[src/rtl/msx_mouse_pkg.sv]
// Shared types and constants for the MSX mouse strobe/nibble reader.
package msx_mouse_pkg;

    typedef enum logic [2:0] {
        ST_IDLE,
        ST_TOGGLE,
        ST_SETTLE,
        ST_SAMPLE,
        ST_DONE
    } state_t;

    // Slot index of each nibble in the order the mouse sends them
    localparam int unsigned NIB_DX_HI = 0;
    localparam int unsigned NIB_DX_LO = 1;
    localparam int unsigned NIB_DY_HI = 2;
    localparam int unsigned NIB_DY_LO = 3;

    localparam int unsigned RETRY_MAX = 4;

endpackage

[src/rtl/msx_sync2.sv]
// Two-flop synchroniser for asynchronous joystick pins; resets to all-ones
// because an idle, pulled-up port reads high.
module msx_sync2 #(
    parameter int unsigned W = 6
) (
    input  logic         clk_sys,
    input  logic         reset_n,
    input  logic [W-1:0] d,
    output logic [W-1:0] q
);

    logic [W-1:0] meta;

    always_ff @(posedge clk_sys or negedge reset_n) begin
        if (!reset_n) begin
            meta <= '1;
            q    <= '1;
        end else begin
            meta <= d;
            q    <= meta;
        end
    end

endmodule

[src/rtl/msx_mouse_reader.sv]
// MSX-side initiator for the mouse strobe/nibble protocol: toggles the strobe
// four times per frame and assembles the sampled nibbles into dx/dy/buttons.
module msx_mouse_reader
    import msx_mouse_pkg::*;
#(
    parameter int unsigned SETTLE   = 64,
    parameter int unsigned POLL_DIV = 357955,
    parameter int unsigned RESP_TMO = 100000
) (
    input  logic              clk21m,
    input  logic              pSltRst_n,
    input  logic              enable,
    input  logic              poll_req,
    input  logic [5:0]        joy_in,
    output logic              strobe_o,
    output logic              busy,
    output logic signed [7:0] dx,
    output logic signed [7:0] dy,
    output logic [1:0]        btn,
    output logic              valid,
    output logic [7:0]        glitch_cnt
);

    localparam int unsigned SET_W  = (SETTLE > 1) ? $clog2(SETTLE) : 1;
    localparam int unsigned POLL_W = (POLL_DIV > 1) ? $clog2(POLL_DIV) : 1;
    localparam int unsigned TMO_W  = $clog2(RESP_TMO + 1);

    logic [5:0]        joy_s;
    logic [3:0]        nib_s;
    state_t            state;
    logic [1:0]        nib;
    logic              phase;
    logic [2:0]        retry;
    logic [SET_W-1:0]  set_cnt;
    logic [POLL_W-1:0] poll_cnt;
    logic [TMO_W-1:0]  tmo_cnt;
    logic              aborted;
    logic [3:0]        smp_first;
    logic [3:0]        nib_q [4];
    logic [1:0]        btn_cap;

    logic poll_tick, tmo_done, start, in_sample, mismatch, accept;

    msx_sync2 #(.W(6)) u_sync (
        .clk_sys (clk21m),
        .reset_n (pSltRst_n),
        .d       (joy_in),
        .q       (joy_s)
    );

    assign nib_s     = joy_s[3:0];
    assign poll_tick = (POLL_DIV != 0) && enable && (poll_cnt == '0);
    assign tmo_done  = (tmo_cnt == TMO_W'(RESP_TMO));
    // After an abort the responder may sit mid-frame; wait out its timeout first
    assign start     = enable && (poll_tick || poll_req) && (!aborted || tmo_done);
    assign in_sample = (state == ST_SAMPLE) && enable;
    assign mismatch  = (nib_s != smp_first);
    assign accept    = in_sample && phase && (!mismatch || retry == 3'(RETRY_MAX));

    always_ff @(posedge clk21m or negedge pSltRst_n) begin
        if (!pSltRst_n) begin
            poll_cnt <= '0;
        end else if (!enable || poll_cnt == POLL_W'(POLL_DIV - 1)) begin
            poll_cnt <= '0;
        end else begin
            poll_cnt <= poll_cnt + 1'b1;
        end
    end

    always_ff @(posedge clk21m) begin
        if (in_sample && !phase) smp_first <= nib_s;
        if (accept) begin
            nib_q[nib] <= ~nib_s;
            if (nib == 2'(NIB_DY_LO)) btn_cap <= ~joy_s[5:4];
        end
    end

    always_ff @(posedge clk21m or negedge pSltRst_n) begin
        if (!pSltRst_n) begin
            state      <= ST_IDLE;
            strobe_o   <= 1'b0;
            busy       <= 1'b0;
            dx         <= '0;
            dy         <= '0;
            btn        <= '0;
            valid      <= 1'b0;
            glitch_cnt <= '0;
            nib        <= '0;
            phase      <= 1'b0;
            retry      <= '0;
            set_cnt    <= '0;
            tmo_cnt    <= '0;
            aborted    <= 1'b0;
        end else begin
            valid <= 1'b0;
            if (!tmo_done) tmo_cnt <= tmo_cnt + 1'b1;
            if (state != ST_IDLE && !enable) begin
                state   <= ST_IDLE;
                busy    <= 1'b0;
                aborted <= 1'b1;
            end else begin
                case (state)
                    ST_IDLE: begin
                        if (start) begin
                            state   <= ST_TOGGLE;
                            nib     <= '0;
                            busy    <= 1'b1;
                            aborted <= 1'b0;
                        end
                    end
                    ST_TOGGLE: begin
                        strobe_o <= ~strobe_o;
                        set_cnt  <= SET_W'(SETTLE - 1);
                        tmo_cnt  <= '0;
                        phase    <= 1'b0;
                        retry    <= '0;
                        state    <= ST_SETTLE;
                    end
                    ST_SETTLE: begin
                        if (set_cnt == '0) state <= ST_SAMPLE;
                        else               set_cnt <= set_cnt - 1'b1;
                    end
                    ST_SAMPLE: begin
                        if (!phase) begin
                            phase <= 1'b1;
                        end else begin
                            if (mismatch && glitch_cnt != 8'hFF) glitch_cnt <= glitch_cnt + 1'b1;
                            if (accept) begin
                                nib   <= nib + 1'b1;
                                state <= (nib == 2'(NIB_DY_LO)) ? ST_DONE : ST_TOGGLE;
                            end else begin
                                // Take a fresh pair so a one-cycle glitch costs one retry
                                retry <= retry + 1'b1;
                                phase <= 1'b0;
                            end
                        end
                    end
                    ST_DONE: begin
                        dx    <= {nib_q[NIB_DX_HI], nib_q[NIB_DX_LO]};
                        dy    <= {nib_q[NIB_DY_HI], nib_q[NIB_DY_LO]};
                        btn   <= btn_cap;
                        valid <= 1'b1;
                        busy  <= 1'b0;
                        state <= ST_IDLE;
                    end
                    default: state <= ST_IDLE;
                endcase
            end
        end
    end

endmodule
[config.mk]
export PLATFORM = sky130hd
export DESIGN_NAME = msx_mouse_reader
export DESIGN_NICKNAME = d
export VERILOG_FILES = /design/src/rtl/msx_mouse_pkg.sv /design/src/rtl/msx_sync2.sv /design/src/rtl/msx_mouse_reader.sv
export SDC_FILE = /design/constraint.sdc
export NUM_CORES = 1
export LEC_CHECK = 0
export ABC_CLOCK_PERIOD_IN_PS = 4700
export BUFFER_PORTS_ARGS = -buffer_cell sky130_fd_sc_hd__buf_4
export CAP_MARGIN = 20
export CORE_MARGIN = 1.5
export CORE_UTILIZATION = 67
export CTS_BUF_LIST = sky130_fd_sc_hd__clkbuf_8
export DETAILED_ROUTE_END_ITERATION = 10
export HOLD_SLACK_MARGIN = 0.06
export PLACE_DENSITY = 0.95
export SKIP_LAST_GASP = 1
export SYNTH_ARGS = -nofsm -noshare
export SYNTH_HDL_FRONTEND = slang
export SYNTH_SLANG_ARGS = --single-unit
[constraint.sdc]
create_clock -name clk21m -period 4.7 [get_ports clk21m]
set_clock_uncertainty 0.1 [all_clocks]
set_input_delay 0.47 -clock clk21m [delete_from_list [all_inputs] [get_ports clk21m]]
set_output_delay 0.47 -clock clk21m [all_outputs]
set_load 0.02 [all_outputs]
==> Word-level counts from Yosys, hierarchy flattened <==
Memory sizes are Yosys's and may differ from the RTL's. A register that Yosys moved wholly into a read port is not among the register bits.
Cells that the tools add are included.
{ "totals": {"reg_bits": 83, "elab_cells": 121, "n_memories": 1, "ram_bits": 16, "out_inout_bits": 29, "in_bits": 10} }
{ "classes": {"n_bitwise": 4, "add_sub_neg": 6, "reduce_logical": 42, "eq_ne": 19, "muxes": 32} }
{ "mem_list": {"columns": ["memory", "depth", "width", "rd", "rd_ports_with_merged_regs", "wr", "line_no", "source"], "rows": [
  ["nib_q", 4, 4, 4, 4, 1, "msx_mouse_reader.sv:39", "logic [3:0] nib_q [4];"]
]} }
{ "ops": {"columns": ["op", "n"], "rows": [
  ["$mux W17", 3],
  ["$mux W3", 8],
  ["$add A19 B1 Y19 const B", 1],
  ["$eq A19 B19 Y1 const B", 1],
  ["$logic_not A19 Y1", 1],
  ["$mux W19", 1],
  ["$add A17 B1 Y17 const B", 1],
  ["$eq A17 B17 Y1 const B", 1],
  ["$pmux W3 S4", 1],
  ["$pmux W6 S2", 1],
  ["$reduce_and A2 Y1", 6],
  ["$reduce_and A4 Y1", 3],
  ["$mux W1", 10],
  ["$ne A2 B2 Y1 const B", 5],
  ["$reduce_bool A2 Y1", 5],
  ["$logic_and A1 B1 Y1", 9],
  ["$add A8 B1 Y8 const B", 1],
  ["$logic_not A1 Y1", 8],
  ["$ne A8 B8 Y1 const B", 1],
  ["$eq A3 B2 Y1 const B", 2],
  ["$eq A3 B3 Y1 const B", 2],
  ["$logic_not A6 Y1", 1],
  ["$mux W2", 3],
  ["$mux W6", 1],
  ["other kinds (19)", 27]
]} }

==> Logic depth before layout (Yosys ltp) <==
{ "logic_depth": {"ltp_word": 8, "depth_mapped": 8, "mapped_depth_nobuf": 7} }

==> Cells and area by module <==
From an unflattened synthesis, not the netlist that was laid out.
{ "hier_totals": {"cells_unflattened": 428, "hier_area_um2": 5032.3} }
{ "by_module_without_submodules": {"columns": ["module", "seq_area_each_um2", "area_per_inst_um2", "cells_per_inst", "n_inst"], "rows": [
  ["msx_mouse_reader", 2687.6, 4717.0, 416, 1],
  ["msx_sync2", 315.3, 315.3, 12, 1]
]} }

==> Worst setup path after synthesis <==
OpenSTA, ideal clock, no wires.
{ "synth_path": {"path_kind": "reg-to-reg", "startpoint": "register u_sync.q[1]", "endpoint": "register btn_cap[0], enable pin", "required_time_ps": 4280, "setup_ps": 320, "arrival_ps": 1686, "stages_incl_launch_ff": 6, "period_less_slack_ps": 2106, "path_buffers": 1, "slack_ps": 2594, "cell_sequence": "dfstp_2 > xor2_1 > or4_4 > a21oi_1 > buf_4 > and2_1"} }
{ "synth_between": {"elab_chain_cells": 5} }
{ "synth_lines": {"columns": ["element", "line_no", "source"], "rows": [
  ["from (decl)", "msx_sync2.sv:9", "output logic [W-1:0] q"],
  ["from (signal assigned)", "msx_sync2.sv:20", "q <= meta;"],
  ["$ne A4 B4 Y1", "msx_mouse_reader.sv:57", "assign mismatch = (nib_s != smp_first);"],
  ["$logic_not A1 Y1", "msx_mouse_reader.sv:58", "assign accept = in_sample && phase && (!mismatch || retry == 3'(RETRY_MAX));"],
  ["$logic_or A1 B1 Y1", "msx_mouse_reader.sv:58", null],
  ["$logic_and A1 B1 Y1", "msx_mouse_reader.sv:58", null],
  ["$reduce_and A2 Y1 (no line)", null, null],
  ["to (signal assigned)", "msx_mouse_reader.sv:74", "if (nib == 2'(NIB_DY_LO)) btn_cap <= ~joy_s[5:4];"],
  ["to (decl)", "msx_mouse_reader.sv:40", "logic [1:0] btn_cap;"]
]} }
No other way between the ends.
A chain may end at the register's enable or synchronous reset.

==> Worst setup path in the final report <==
{ "layout_path": {"startpoint": "register u_sync.q[1]", "endpoint": "memory nib_q[3][1], enable pin"} }
{ "layout_between": {"elab_chain_cells": 6} }
{ "layout_lines": {"columns": ["element", "line_no", "source"], "rows": [
  ["$ne A4 B4 Y1", "msx_mouse_reader.sv:57", null],
  ["$logic_not A1 Y1", "msx_mouse_reader.sv:58", null],
  ["$logic_or A1 B1 Y1", "msx_mouse_reader.sv:58", null],
  ["$logic_and A1 B1 Y1", "msx_mouse_reader.sv:58", null],
  ["$mux W1", "msx_mouse_reader.sv:72", "if (accept) begin"],
  ["$mux W1 (implied by the code)", "msx_mouse_reader.sv:73", "nib_q[nib] <= ~nib_s;"],
  ["to (decl)", "msx_mouse_reader.sv:39", null]
]} }
No other way between the ends.

==> metrics.yaml <==
setup_tns_ns: 0
final_cell_area_sq_um: 5880
ys.flop_type: "dfrtp_1"
p_sw_frac: 0.288
path_clk_slew_ns: 0.07
p_sw_uw: 716
fin_ws_ns: 2.05
min_period_over_period: 0.563
dp_hpwl_mm: 6.68
maxCapViolCount: 0
first_pass_iters: 5
start_util: 0.694
worstSkewPairLatency_ns: 0.44
num_rows: 31
seqPwrFrac: 0.483
multi_input_area_sq_um: 1900
yosysWarnings: 0
internal_power_mw: 1.77
status: "complete, no violations"
worstSetupPathType: "flip-flop to flip-flop"
diodes: 0
p_comb_frac: 0.141
grt_usage: 0.292
clockBufferDepth: 2
dr.first_iter.drc_count: 311
io-pin-count: 39
cts_resized: 0
synth_edf_count: 22
grt_max_degree: 53
viasPerCell: 6.01
finalMaxSlewViolations: 0
seq_area_frac_synth: 0.596
areaGrowthSynthToFinish_pct: 16.8
grt_pass1_wl_mm: 16.9
hold_violations: 0
die_w_microns: 89.7
vias: 3588
antenna_found_initial: 0
clock-root-buffer: "clkbuf_8"
dp.cells: 557
synth.distinct_cells: 51
path_max_fanout: 11
dieHeight_microns: 89.7
async_flop_share: 0.809
min_period_ns: 2.65
worst_slew_pin_slew_ns: 0.887
clock_sinks: 115
layout.cells.most_common_list: "dfrtp_1 (81), nor2_1 (52), buf_4 (40)"
core_sq_um: 7250
hp-class: "input pin to flip-flop"
antenna_left: 0
htree_levels: 4
gp_congestion: 0.882
final_cells: 597
holdWs_ns: 0.217
final_common_cell: "dfrtp_1"
die_area_sq_um: 8040
fill_cells: 358
overflow: 0
drive_above_1_share: 0.223
grt_pass1_vias: 3542
synthCells: 428
nets: 509
critPathRequiredTime_ns: 4.71
cts_tree: "done"
worstPathArrival_ns: 2.66
regArea_sq_um: 3000
leakagePower_nw: 2.66
rsz0062_at_grt: "false"
ys_seq_elements: 115
post-place-ws_ns: 2.14
cp-end-kind: "flip-flop"
wl_per_cell_microns: 18.2
slew_headroom: 0.409
placed_area_sq_um: 5410
power_density_nw_per_um2: 422
setup_viol: 0
clkPwrFrac: 0.376
start_kind: "flip-flop"
syn_area_per_cell_sq_um: 11.8
routed_wl_mm: 10.8
ir_drop_uv: 291
port_buffers: 38
mappedNetlistNets: 452
clock.fmax_ghz: 0.378
synth_area_sq_um: 5030
drc_errors: 0
numCtsBuffers: 17
==> layer usage <==
layer | share of wire | track usage | routed length (microns) | vias up
li1 | - | - | - | 1598
met3 | 0.070 | 0.0960 | 761 | 43
met2 | 0.51 | 0.479 | 5570 | 200
met5 | 0 | 0 | 0 | -
met4 | 0.033 | 0.144 | 355 | 0
met1 | 0.38 | 0.347 | 4160 | 1747
==> stage by stage <==
stage	power (mW)	utilization
after floorplan	1.43	-
after global placement	1.51	0.745
after detailed placement	1.54	0.745
after CTS	2.48	0.810
after global routing	2.58	0.811
final	2.48	0.811
==> Yosys cell counts, types with 3 or more instances <==
cell type | instances | area share
o21ai_0 | 7 | 0.0070
nor3_1 | 7 | 0.0070
nand3_1 | 19 | 0.019
mux2_2 | 20 | 0.045
xor2_1 | 23 | 0.040
xnor2_1 | 22 | 0.038
dfrtp_1 | 81 | 0.40
ha_1 | 14 | 0.035
buf_2 | 4 | 0.0040
nand3b_1 | 4 | 0.0060
nand2b_1 | 4 | 0.0050
and3_1 | 11 | 0.014
a21oi_1 | 15 | 0.015
or3_1 | 4 | 0.0050
inv_1 | 22 | 0.016
nand4_1 | 9 | 0.011
dfstp_2 | 12 | 0.063
nand2_1 | 25 | 0.019
nor4bb_1 | 3 | 0.0060
clkbuf_1 | 3 | 0.0022
nor2_1 | 52 | 0.039
edfxtp_1 | 22 | 0.13
nor4_1 | 6 | 0.0075
and2_1 | 6 | 0.0075
==> registers in the layout (all words and copies together) (netlist names) <==
| name | cells |
|---|---|
| set_cnt | 6 |
| valid | 1 |
| aborted | 1 |
| poll_cnt | 19 |
| btn | 2 |
| dy | 8 |
| glitch_cnt | 8 |
| busy | 1 |
| state | 3 |
| phase | 1 |
| nib_q | 16 |
| smp_first | 4 |
| strobe_o | 1 |
| btn_cap | 2 |
| u_sync.q | 6 |
| nib | 2 |
| tmo_cnt | 17 |
| retry | 3 |
| dx | 8 |
| u_sync.meta | 6 |
==> layout make-up <==
class / instances / area share
Sequential cell: 115 / 0.511
Multi-Input combinational cell: 282 / 0.324
Timing Repair Buffer: 47 / 0.0630
Clock buffer: 17 / 0.0398
Clock inverter: 15 / 0.0281
Tap cell: 99 / 0.0211
Inverter: 22 / 0.0140
==> critical path, cell delays in order (launching register included) <==
cell and delay, ns:
dfstp_2 0.55, xor2_1 0.09, or4_4 0.55, a21oi_1 0.61, and2_1 0.42
==> kinds of logic after synthesis <==
| logic type | synth area share |
|---|---|
| XOR/XNOR | 0.0783 |
| buffers and inverters | 0.0256 |
| AO/OA/AOI/OAI | 0.0549 |
| adder cells (fa/ha/maj) | 0.0348 |
| flip-flops | 0.596 |
| multiplexers | 0.0447 |
| AND/OR/NAND/NOR | 0.165 |
==> what timing repair did <==
item,CTS,global route
endpoints found under the hold margin,45,0
hold buffers,7,0
buffers inserted,0,0
==> power groups by stage <==
stage | combinational (mW) | sequential (mW) | clock, mW
2_1_floorplan | 0.235 | 1.19 | 0
3_3_place_gp | 0.305 | 1.20 | 0
3_5_place_dp | 0.330 | 1.21 | 0
4_1_cts | 0.346 | 1.20 | 0.941
5_1_grt | 0.390 | 1.21 | 0.981
6_report | 0.350 | 1.20 | 0.934
==> worst paths after layout <==
path | from | endpoint | slack (ns) | cells past startpoint
max in group asynchronous | pSltRst_n | retry[1]$_DFFE_PN0P_ | 3.00 | 3
worst min-delay path | enable | aborted$_DFFE_PN0P_ | 0.22 | 2
worst max register to register | u_sync.q[1]$_DFF_PN1_ | nib_q[3][1]$_DFFE_PP_ | 2.05 | 4
worst min register to register | u_sync.meta[4]$_DFF_PN1_ | u_sync.q[4]$_DFF_PN1_ | 0.26 | 0
min in group asynchronous | pSltRst_n | poll_cnt[6]$_DFF_PN0_ | 0.45 | 2
worst max-delay path | u_sync.q[1]$_DFF_PN1_ | nib_q[3][1]$_DFFE_PP_ | 2.05 | 4
(Power assumes the default switching activity.)
